### src/rtl/ascii_loader.sv
// Buffers "Load Ascii" text downloads from hps_io and feeds them one byte at a
// time to the emulated ACIA receiver, with CR/LF clean-up and line pacing.
module ascii_loader #(
    parameter int FIFO_AW     = 4,
    parameter int CHAR_GAP    = 2000,
    parameter int LINE_GAP    = 500000,
    parameter int WAIT_MARGIN = 2
) (
    input  logic       clk_sys,
    input  logic       reset,
    input  logic       ioctl_download,
    input  logic [7:0] ioctl_index,
    input  logic       ioctl_wr,
    input  logic [7:0] ioctl_data,
    output logic       ioctl_wait,
    output logic       rx_valid,
    output logic [7:0] rx_data,
    input  logic       rx_read,
    output logic       loading
);

    localparam int DEPTH   = 2 ** FIFO_AW;
    localparam int GAP_MAX = (LINE_GAP > CHAR_GAP) ? LINE_GAP : CHAR_GAP;
    localparam int CNT_W   = $clog2(GAP_MAX + 1);

    typedef enum logic [1:0] {IDLE, PRESENT, GAP} state_t;

    logic [7:0]       mem [DEPTH];
    logic [FIFO_AW:0] wr_ptr, rd_ptr, count, free;
    logic             empty, full, accept, keep, push, pop;
    logic             last_was_cr, ovf;
    logic [7:0]       wdata;
    state_t           state, state_next;
    logic [CNT_W-1:0] cnt, cnt_next;
    logic             rx_valid_next;
    logic [7:0]       rx_data_next;

    assign empty = (wr_ptr == rd_ptr);
    assign full  = (wr_ptr[FIFO_AW] != rd_ptr[FIFO_AW]) &&
                   (wr_ptr[FIFO_AW-1:0] == rd_ptr[FIFO_AW-1:0]);
    assign count = wr_ptr - rd_ptr;
    assign free  = (FIFO_AW+1)'(DEPTH) - count;

    // Line-ending normalisation and filtering ahead of the FIFO
    always_comb begin
        accept = ioctl_wr && ioctl_download && (ioctl_index == 8'd0);
        keep   = 1'b1;
        wdata  = {1'b0, ioctl_data[6:0]};
        if (ioctl_data == 8'h0A) begin
            if (last_was_cr) keep = 1'b0;
            else             wdata = 8'h0D;
        end else if (ioctl_data == 8'h00 || ioctl_data == 8'h1A) begin
            keep = 1'b0;
        end
    end

    // A pop in the same cycle frees the slot, so a full FIFO may still take a push
    always_comb begin
        push = accept && keep && (!full || pop);
    end

    always_ff @(posedge clk_sys) begin
        if (push) mem[wr_ptr[FIFO_AW-1:0]] <= wdata;
    end

    always_ff @(posedge clk_sys or posedge reset) begin
        if (reset) begin
            wr_ptr      <= '0;
            rd_ptr      <= '0;
            last_was_cr <= 1'b0;
            ovf         <= 1'b0;
            ioctl_wait  <= 1'b0;
            loading     <= 1'b0;
        end else begin
            if (push) wr_ptr <= wr_ptr + 1'b1;
            if (pop)  rd_ptr <= rd_ptr + 1'b1;
            if (accept && keep && full && !pop) ovf <= 1'b1;
            if (accept) last_was_cr <= (ioctl_data == 8'h0D);
            ioctl_wait <= (free <= (FIFO_AW+1)'(WAIT_MARGIN));
            loading    <= ioctl_download || !empty || (state != IDLE);
        end
    end

    always_ff @(posedge clk_sys or posedge reset) begin
        if (reset) begin
            state    <= IDLE;
            cnt      <= '0;
            rx_valid <= 1'b0;
            rx_data  <= 8'h00;
        end else begin
            state    <= state_next;
            cnt      <= cnt_next;
            rx_valid <= rx_valid_next;
            rx_data  <= rx_data_next;
        end
    end

    // Output pacing: present one byte, wait for the CPU read, then idle for the gap
    always_comb begin
        state_next    = state;
        cnt_next      = cnt;
        rx_valid_next = rx_valid;
        rx_data_next  = rx_data;
        pop           = 1'b0;
        case (state)
            IDLE: begin
                if (!empty) begin
                    pop           = 1'b1;
                    rx_data_next  = mem[rd_ptr[FIFO_AW-1:0]];
                    rx_valid_next = 1'b1;
                    state_next    = PRESENT;
                end
            end
            PRESENT: begin
                if (rx_read) begin
                    rx_valid_next = 1'b0;
                    cnt_next      = (rx_data == 8'h0D) ? CNT_W'(LINE_GAP - 1)
                                                       : CNT_W'(CHAR_GAP - 1);
                    state_next    = GAP;
                end
            end
            GAP: begin
                if (cnt == '0) state_next = IDLE;
                else           cnt_next   = cnt - 1'b1;
            end
            default: state_next = IDLE;
        endcase
    end

endmodule
### config.mk
export PLATFORM = sky130hd
export DESIGN_NAME = ascii_loader
export DESIGN_NICKNAME = d
export VERILOG_FILES = /design/src/rtl/ascii_loader.sv
export SDC_FILE = /design/constraint.sdc
export NUM_CORES = 1
export LEC_CHECK = 0
export BUFFER_PORTS_ARGS = -buffer_cell sky130_fd_sc_hd__buf_2
export CORE_ASPECT_RATIO = 0.75
export CORE_MARGIN = 1
export CORE_UTILIZATION = 61
export DETAILED_ROUTE_END_ITERATION = 8
export GPL_TIMING_DRIVEN = 0
export PLACE_DENSITY = 0.76
export SYNTH_ARGS = -nofsm -noshare
export SYNTH_HDL_FRONTEND = slang
export SYNTH_SLANG_ARGS = --single-unit
export TNS_END_PERCENT = 30
### constraint.sdc
create_clock -name clk_sys -period 3.1 [get_ports clk_sys]
set_input_delay 0.31 -clock clk_sys [delete_from_list [all_inputs] [get_ports clk_sys]]
set_output_delay 0.31 -clock clk_sys [all_outputs]
set_load 0.05 [all_outputs]
### Word level (Yosys, flattened, before mapping)

Memory sizes are Yosys's and may differ from the RTL's. A register that Yosys moved wholly into a read port is not among the register bits.
Index checks and enable logic that the tools add are counted.
Widths: inputs -> output; s select.

| storage, ports and cells | value |
|---|---|
| flip-flop bits (word level) | 43 |
| RAM bits | 112 |
| input bits | 21 |
| output and inout bits | 11 |
| logic and storage cells | 72 |
| memories kept | 1 |

| operators by class | value |
|---|---|
| $add $sub $neg | 5 |
| order comparisons | 1 |
| equal/unequal tests | 13 |
| mux-type cells | 20 |
| bitwise logic cells | 1 |
| reductions and logical operators | 22 |

Memory list:

| name | words | width | rd ports | clocked after memory_dff | write ports | RTL line | text |
|---|---|---|---|---|---|---|---|
| mem | 16 | 7 | 1 | 1 | 1 | 28 | `logic [7:0] mem [DEPTH];` |

Operator list:

| kind | number |
|---|---|
| $mux 19 | 3 |
| $pmux 19 s2 | 1 |
| $eq 8x4->1 const B | 3 |
| $logic_not 19->1 | 1 |
| $sub 19x1->19 const B | 1 |
| $logic_not 8->1 | 2 |
| $mux 7 | 2 |
| $add 5x1->5 const B | 2 |
| $mux 1 | 9 |
| $reduce_and 3->1 | 3 |
| $eq 8x5->1 const B | 1 |
| $ne 2x2->1 const B | 4 |
| $mux 2 | 3 |
| $pmux 2 s3 | 1 |
| $reduce_bool 2->1 | 3 |
| $eq 5x5->1 | 1 |
| $le 5x2->1 const B | 1 |
| $logic_and 1x1->1 | 5 |
| $sub 5x5->5 | 1 |
| $sub 5x5->5 const A | 1 |
| $eq 4x4->1 | 1 |
| $logic_or 1x1->1 | 4 |
| $eq 2x1->1 const B | 1 |
| $eq 2x2->1 const B | 1 |
| other kinds (6) | 7 |

### Logic depth before layout (Yosys ltp)

Gate-level depths: netlist (run 1).

| logic depth | value |
|---|---|
| word-level depth | 8 |
| mapped depth | 9 |
| gate-level depth less buffers | 8 |

### Worst setup path before layout (run 1)

No wires, ideal clock.

| timing path | value |
|---|---|
| kind | flip-flop to flip-flop |
| from | register rd_ptr[0] |
| to | memory mem[3][0] (netlist bit), enable pin |
| library setup time | 380 ps |
| arrival time | 2374 ps |
| required time | 2720 ps |
| setup slack | 345 ps |
| cell stages (with the launch flop) | 8 |
| path buffers | 1 |
| period minus slack after synthesis | 2755 ps |
| cell sequence | dfrtp_1 > buf_2 > inv_1 > ha_1 > and4_1 > a211oi_2 > nand2_1 > nor3_1 |

| between the ends | value |
|---|---|
| longest elaborated chain between the ends | 7 |
| elaborated cells on any way between the ends | 10 |
| classes of those cells | eq/ne: 2; mux: 4; reduce/logical: 4 |

Ends and longest elaborated chain:

| item | RTL line | text |
|---|---|---|
| start: declaration | 29 | `logic [FIFO_AW:0] wr_ptr, rd_ptr, count, free;` |
| start signal: assignment | 76 | `if (pop) rd_ptr <= rd_ptr + 1'b1;` |
| $eq 5x5->1 or $eq 4x4->1 (tied branches) | 38, 40 |  |
| $mux 1 or $logic_and 1x1->1 (tied branches) | 107, 39 |  |
| $mux 1 or $logic_not 1->1 (tied branches) | 105, 59 |  |
| $logic_or 1x1->1 * | 59 | `push = accept && keep && (!full \|\| pop);` |
| $logic_and 1x1->1 * | 59 |  |
| $mux 1 * | 63 | `if (push) mem[wr_ptr[FIFO_AW-1:0]] <= wdata;` |
| $mux 1 (implied by the code) * | 63 |  |
| end: declaration | 28 |  |

Every way passes the cells marked *; elsewhere a longest branch is shown, timed or not.

### Worst setup path after layout (run 1)

| timing path | value |
|---|---|
| from | register rd_ptr[0] |
| to | memory mem[10][6] (netlist bit), enable pin |

The elaborated chain is that of the path after synthesis.

==> results of run 1 <==
[layout make-up]
| cell class | count | area (sq um) | share of cell area, % |
|---|---|---|---|
| Sequential cell | 154 | 4417 | 56.12 |
| Multi-Input combinational cell | 273 | 2352 | 29.89 |
| Clock buffer | 17 | 425.4 | 5.405 |
| Timing Repair Buffer | 33 | 200.2 | 2.544 |
| Tap cell | 140 | 175.2 | 2.226 |
| Clock inverter | 14 | 157.7 | 2.003 |
| Buffer | 19 | 90.09 | 1.145 |
| Inverter | 14 | 52.55 | 0.6677 |
[final timing paths]
check | from | end | slack, ps | cells past startpoint
min | ioctl_download | loading | 100 | 2
max reg2reg | rd_ptr[0] | mem[10][6] | 170 | 7
max in group asynchronous | reset | rx_data[5] | 2350 | 4
max | rd_ptr[0] | mem[10][6] | 170 | 7
min reg2reg | rx_valid | rx_valid | 500 | 2
min in group asynchronous | reset | ioctl_wait | 320 | 3
[stage by stage]
| step | setup TNS [ps] | cells |
|---|---|---|
| finish | 0 | 664 |
| global placement | -14150 | 632 |
| floorplan | 0 | 462 |
| global route | -337.1 | 664 |
| CTS | -386.7 | 663 |
| detailed placement | -15530 | 633 |
[sequential cells by signal, indices dropped and copies added, names as in the netlist]
signal	cells
rd_ptr	5
ioctl_wait	1
loading	1
last_was_cr	1
rx_data	7
cnt	19
wr_ptr	5
state	2
mem	112
rx_valid	1
[report_power, final]
group	internal [mW]	total, mW	switching (mW)
Clock	1.20	2.07	0.868
Sequential	2.37	2.57	0.191
Combinational	0.814	2.02	1.21
Total	4.39	6.66	2.27
[timing repair]
action	in CTS	in global routing
gates cloned	0	0
resized for setup	20	9
hold buffers	1	0
setup buffers	0	1
hold endpoints to repair	42	0
setup endpoints to repair	105	105
pin swaps	0	1
[worst register-to-register path, delay by kind of cell, from the launching register on]
kind,cells,cell delay (ps)
and+or+nand+nor,3,1070
AOI/OAI and AO/OA,1,400
adders and majority gates,1,300
buffers and inverters,2,410
DFF,1,410
[routing by layer]
layer | GRT usage, % | up-vias | wire length (microns)
met3 | 9.207 | 28 | 1255
li1 | - | 1877 | -
met4 | 8.532 | 0 | 250
met1 | 42.69 | 2178 | 6670
met2 | 43.47 | 182 | 7145
met5 | 0 | - | 0
[layout by cell type, fill, tap and decap left out, types with 12 or more instances in the layout]
cell / Yosys / final
clkbuf_16: 0 / 17
buf_2: 3 / 32
dfrtp_1: 42 / 40
xnor2_1: 12 / 12
edfxtp_1: 112 / 112
nor2_1: 39 / 28
nor3_1: 28 / 24
ha_1: 13 / 13
clkbuf_1: 15 / 13
nand2_1: 27 / 26
mux4_2: 28 / 28
inv_1: 14 / 13
[logic make-up (layout without fill, tap and decap cells)]
logic type      count (synthesis)  after routing  synth area share, %
flops                         154            154                64.85
mux                            38             38                10.86
fa+ha+maj                      14             14                2.684
xor+xnor                       13             13                1.673
simple gates                  161            161                12.79
other cells                     1              1              0.05509
buf+inv                        35             97                2.169
compound gates                 46             46                4.908
==> impl_metrics.csv, run 1 <==
group,metric,value,unit
sta,fin_crit_sh,94.39,%
route,drt_wl_total,15320,microns
worst_setup_path,crit_buf_inv,2,
layout,utilization,72.20,%
place,dpl_cell_area,7152,sq um
synthesis,synth_top_area_share,49.41,%
route,drt-initial-drc-count,440,
grt,grt_use_total,29.54,%
place,preCtsSetupSlack,-413.9,ps
power,peakVddDrop,458.2,uV
power,p_leak,2.711,nW
clocking,cts_tree,"yes",
synthesis,ys.flop_type,"edfxtp_1",
grt,antenna_found_initial,0,
sta,max-slew-margin-rel,43.10,%
floorplanning,num_rows,33,
sta,max_clock_freq,0.3417,GHz
sta,slew_violations,0,
job,maxCapViolCount,0,
power,power.total,6.657,mW
synthesis,synth_area,6807,sq um
worst_setup_path,slowest_stage,"nor2_2",
worst_setup_path,cpPeakStageDelay,440,ps
clocking,cts_buffers,17,
grt,grt_pass1_wl,24020,microns
place,portBuffers,30,
synthesis,synth_common_cells,"edfxtp_1, dfrtp_1, nor2_1, mux4_2, nor3_1",
synthesis,synth_edf_count,112,
worst_setup_path,start_kind,"register",
synthesis,async_flop_share,27.27,%
synthesis,yosysWarnings,0,
clocking,clkTransAtPathRegs,70,ps
synthesis,synth_seq_area_share,64.85,%
layout,areaGrowthSynthToFinish,15.63,%
floorplanning,io_pins,32,
floorplanning,die_y,93.48,microns
floorplanning,initial_utilization,62.44,%
route,first_pass_iters,5,
layout,post-route-cell-area,7870,sq um
grt,grt_pass1_vias,4249,
route,vias,4265,
synthesis,synth_seq_cells,154,
floorplanning,die-area,11590,sq um
layout,drive_gt1_share,26.34,%
sta,period_needed,2926,ps
synthesis,syn_avg_cell_area,14.73,sq um
synthesis,yosysUniqueCellTypes,60,
layout,antenna-diode-count,0,
layout,final_nets,547,
sta,whs,101.2,ps
sta,finalWorstSetupSlack,173.8,ps
grt,grt_max_degree,40,
route,routedWlPerCell,23.08,microns
worst_setup_path,critPathRequiredTime,3180,ps
worst_hold_path,hold_class,"input port to register",
route,viasPerCell,6.423,
synthesis,postSynthCellCount,462,
worst_setup_path,crit_type,"register to register",
worst_setup_path,cp_cell_sequence,"clkbuf_4, inv_1, ha_1, and4_1, a211oi_4, nand2_1, nor2_2",
clocking,clk_path_buf_depth,2,
clocking,clkLatencyLatePin,430,ps
layout,num-fill-cells,685,
place,hpwl,9646,microns
power,power-per-cell-area,845.9,nW/um^2
clocking,clkSinkCount,154,
clocking,cts_max_level,4,
sta,worst_pin_slew,853.6,ps
worst_setup_path,path_delay_family,"simple AND/OR/NAND/NOR gates",
floorplanning,die_w,124.0,microns
worst_setup_path,end_kind,"register",
synthesis,yosysMostFrequentCell,"edfxtp_1",
synthesis,syn-num-nets,497,
sta,clock_skew,12.51,ps
sta,hold_viol,0,
floorplanning,core_area,10900,sq um
run_status,status,"finished clean",
route,ant_nets,0,
worst_setup_path,path_max_fanout,10,
clocking,cts-root-buf,"clkbuf_16",
place,place.gp.congestion,0.8872,
grt,gr-total-overflow,0,
worst_setup_path,cp.arrival,3000,ps
synthesis,yosys.area.top_type,"edfxtp_1",
route,drc,0,
sta,finalSetupViolCount,0,
synthesis,ys_top_cells_by_area,"edfxtp_1, dfrtp_1, mux4_2",
Note: power is estimated with default switching activity, not from simulation.
==> inputs of run 2 (changes only) <==
--- a/config.mk
+++ b/config.mk
@@ -6,12 +6,13 @@
 export NUM_CORES = 1
 export LEC_CHECK = 0
 export BUFFER_PORTS_ARGS = -buffer_cell sky130_fd_sc_hd__buf_2
+export CAP_MARGIN = 20
 export CORE_ASPECT_RATIO = 0.75
 export CORE_MARGIN = 1
-export CORE_UTILIZATION = 61
+export CORE_UTILIZATION = 66
 export DETAILED_ROUTE_END_ITERATION = 8
 export GPL_TIMING_DRIVEN = 0
-export PLACE_DENSITY = 0.76
+export PLACE_DENSITY = 0.82
 export SYNTH_ARGS = -nofsm -noshare
 export SYNTH_HDL_FRONTEND = slang
 export SYNTH_SLANG_ARGS = --single-unit
==> constraint.sdc (replaced) <==
create_clock -name clk_sys -period 3.8 [get_ports clk_sys]
set_input_delay 0.38 -clock clk_sys [delete_from_list [all_inputs] [get_ports clk_sys]]
set_output_delay 0.38 -clock clk_sys [all_outputs]
set_load 0.05 [all_outputs]
==> impl_metrics.csv, run 2 (same netlist as run 1, synthesis figures left out) <==
group,metric,value,unit
run_status,status,"finished clean",
layout,antenna-diode-count,0,
grt,grt_use_total,31.44,%
route,viasPerCell,6.643,
layout,num-fill-cells,571,
power,p_leak,2.698,nW
route,ant_nets,0,
sta,slew_violations,0,
grt,antenna_found_initial,0,
place,place.gp.congestion,0.9245,
sta,finalSetupViolCount,0,
layout,regArea,4414,sq um
floorplanning,io_pins,32,
sta,fin_setup_tns,0,ps
route,drc,0,
worst_setup_path,start_kind,"register",
power,peakVddDrop,382.3,uV
power,power-per-cell-area,696.4,nW/um^2
power,comb_power_share,30.9,%
clocking,cts_max_level,4,
clocking,cts_buffers,17,
clocking,cts_resized,0,
place,placed_cells,624,
clocking,clkSinkCount,154,
layout,final_nets,549,
sta,max_clock_freq,0.2796,GHz
sta,max-slew-margin-rel,27.94,%
grt,grt_pass1_vias,4267,
route,first_pass_iters,5,
route,routedWlPerCell,23.30,microns
worst_hold_path,hold_class,"input port to asynchronous set/reset pin",
grt,gr-total-overflow,0,
power,swShare,35.56,%
worst_setup_path,path_max_fanout,10,
route,vias,4378,
floorplanning,die_y,89.95,microns
power,p_sw,1.906,mW
power,p_int,3.454,mW
job,maxCapViolCount,0,
sta,fin_crit_sh,94.12,%
layout,drive_gt1_share,22.96,%
clocking,cts_tree,"yes",
layout,layout_commonest_cell,"edfxtp_1",
worst_setup_path,cp.arrival,3620,ps
clocking,clk_path_buf_depth,2,
floorplanning,die-area,10730,sq um
route,drt-initial-drc-count,704,
sta,hold_viol,0,
floorplanning,num_rows,31,
sta,grt_setup_unrepaired,"false",
grt,grt_max_degree,43,
layout,largest_reg_flops,112,
floorplanning,die_w,119.3,microns
layout,final_cell_mix,"edfxtp_1, dfrtp_1, nor2_1",
floorplanning,initial_utilization,69.09,%
worst_setup_path,reg2regPathDepth,7,
clocking,clkTransAtPathRegs,70,ps
worst_setup_path,crit_type,"register to register",
layout,stdcell_count,659,
power,power.share.clock,29.9,%
worst_setup_path,critPathRequiredTime,3840,ps
grt,grt_pass1_wl,23990,microns
clocking,cts-root-buf,"clkbuf_16",
clocking,clkLatencyLatePin,420,ps
power,seqPwrFrac,39.2,%
layout,multi_input_area,2245,sq um
sta,period_needed,3577,ps
worst_setup_path,end_kind,"register",
sta,worst_pin_slew,1073,ps
clocking,postCtsHoldBufs,0,
layout,areaGrowthSynthToFinish,13.09,%
sta,clock_skew,7.904,ps
place,portBuffers,30,
route,drt_wl_total,15350,microns
place,hpwl,9787,microns
clocking,post_cts.repair.setup_buffers,0,
floorplanning,core_area,9852,sq um
==> run 2: cell count changes in the layout (fill, tap and decap cells not counted), moves of 3 or more <==
cell	delta
nor2_1	+11
nor2_2	-6
nor2_4	-5
nor3_1	+4
nor3_4	-4
inv_8	+3
==> run 2: power groups by stage <==
stage               clock (mW)  sequential [mW]  combinational [mW]
floorplan                    0             2.22                1.07
finish                    1.60             2.10                1.66
global placement             0             2.11                1.55
CTS                       1.61             2.09                1.64
detailed placement           0             2.12                1.61
global route              1.67             2.12                1.78
==> run 2: path summary, 6_finish.rpt <==
| path | start | to | slack (ps) |
|---|---|---|---|
| max | rd_ptr[0] | mem[1][4] | 220 |
| min | reset | rd_ptr[4] | 150 |
| max reg2reg | rd_ptr[0] | mem[1][4] | 220 |
| min reg2reg | rx_valid | rx_valid | 480 |
| max in group asynchronous | reset | cnt[14] | 3060 |
| min in group clk_sys | rx_read | state[0] | 160 |
==> run 2: layer usage <==
layer	global-route usage (%)	routed length (microns)	vias up
met4	12.45	432	0
met2	46.61	7158	299
met5	0	0	-
met3	7.107	1636	45
met1	45.96	6126	2145
li1	-	-	1889
==> run 2: worst max-delay path, stage by stage (launching register included) <==
cell,delay (ps)
dfrtp_1,430
buf_2,350
inv_1,170
ha_1,320
and4_1,250
a211oi_2,530
nand2_1,260
nor3_1,870
==> run 2: through the flow <==
stage	hold WS, ps	setup WS, ps	util [%]	cell area [sq um]	power, mW
5_1_grt	166.6	21.68	78.13	7697	5.570
3_5_place_dp	473.3	188.4	72.29	7122	3.731
3_3_place_gp	458.1	277.9	72.29	7122	3.664
4_1_cts	154.9	85.38	77.93	7677	5.340
6_report	152.1	223.4	78.13	7697	5.360
2_1_floorplan	461.7	1045	-	6807	3.296
==> run 2: cell type report <==
type	count	share of cell area, %
clock buffers	17	5.527
well taps	132	2.146
repair buffers	33	2.211
flip-flops and latches	154	57.35
inverters	14	0.6827
multi-input cells	273	29.16
plain buffers	21	1.235
clock inverters	15	1.691
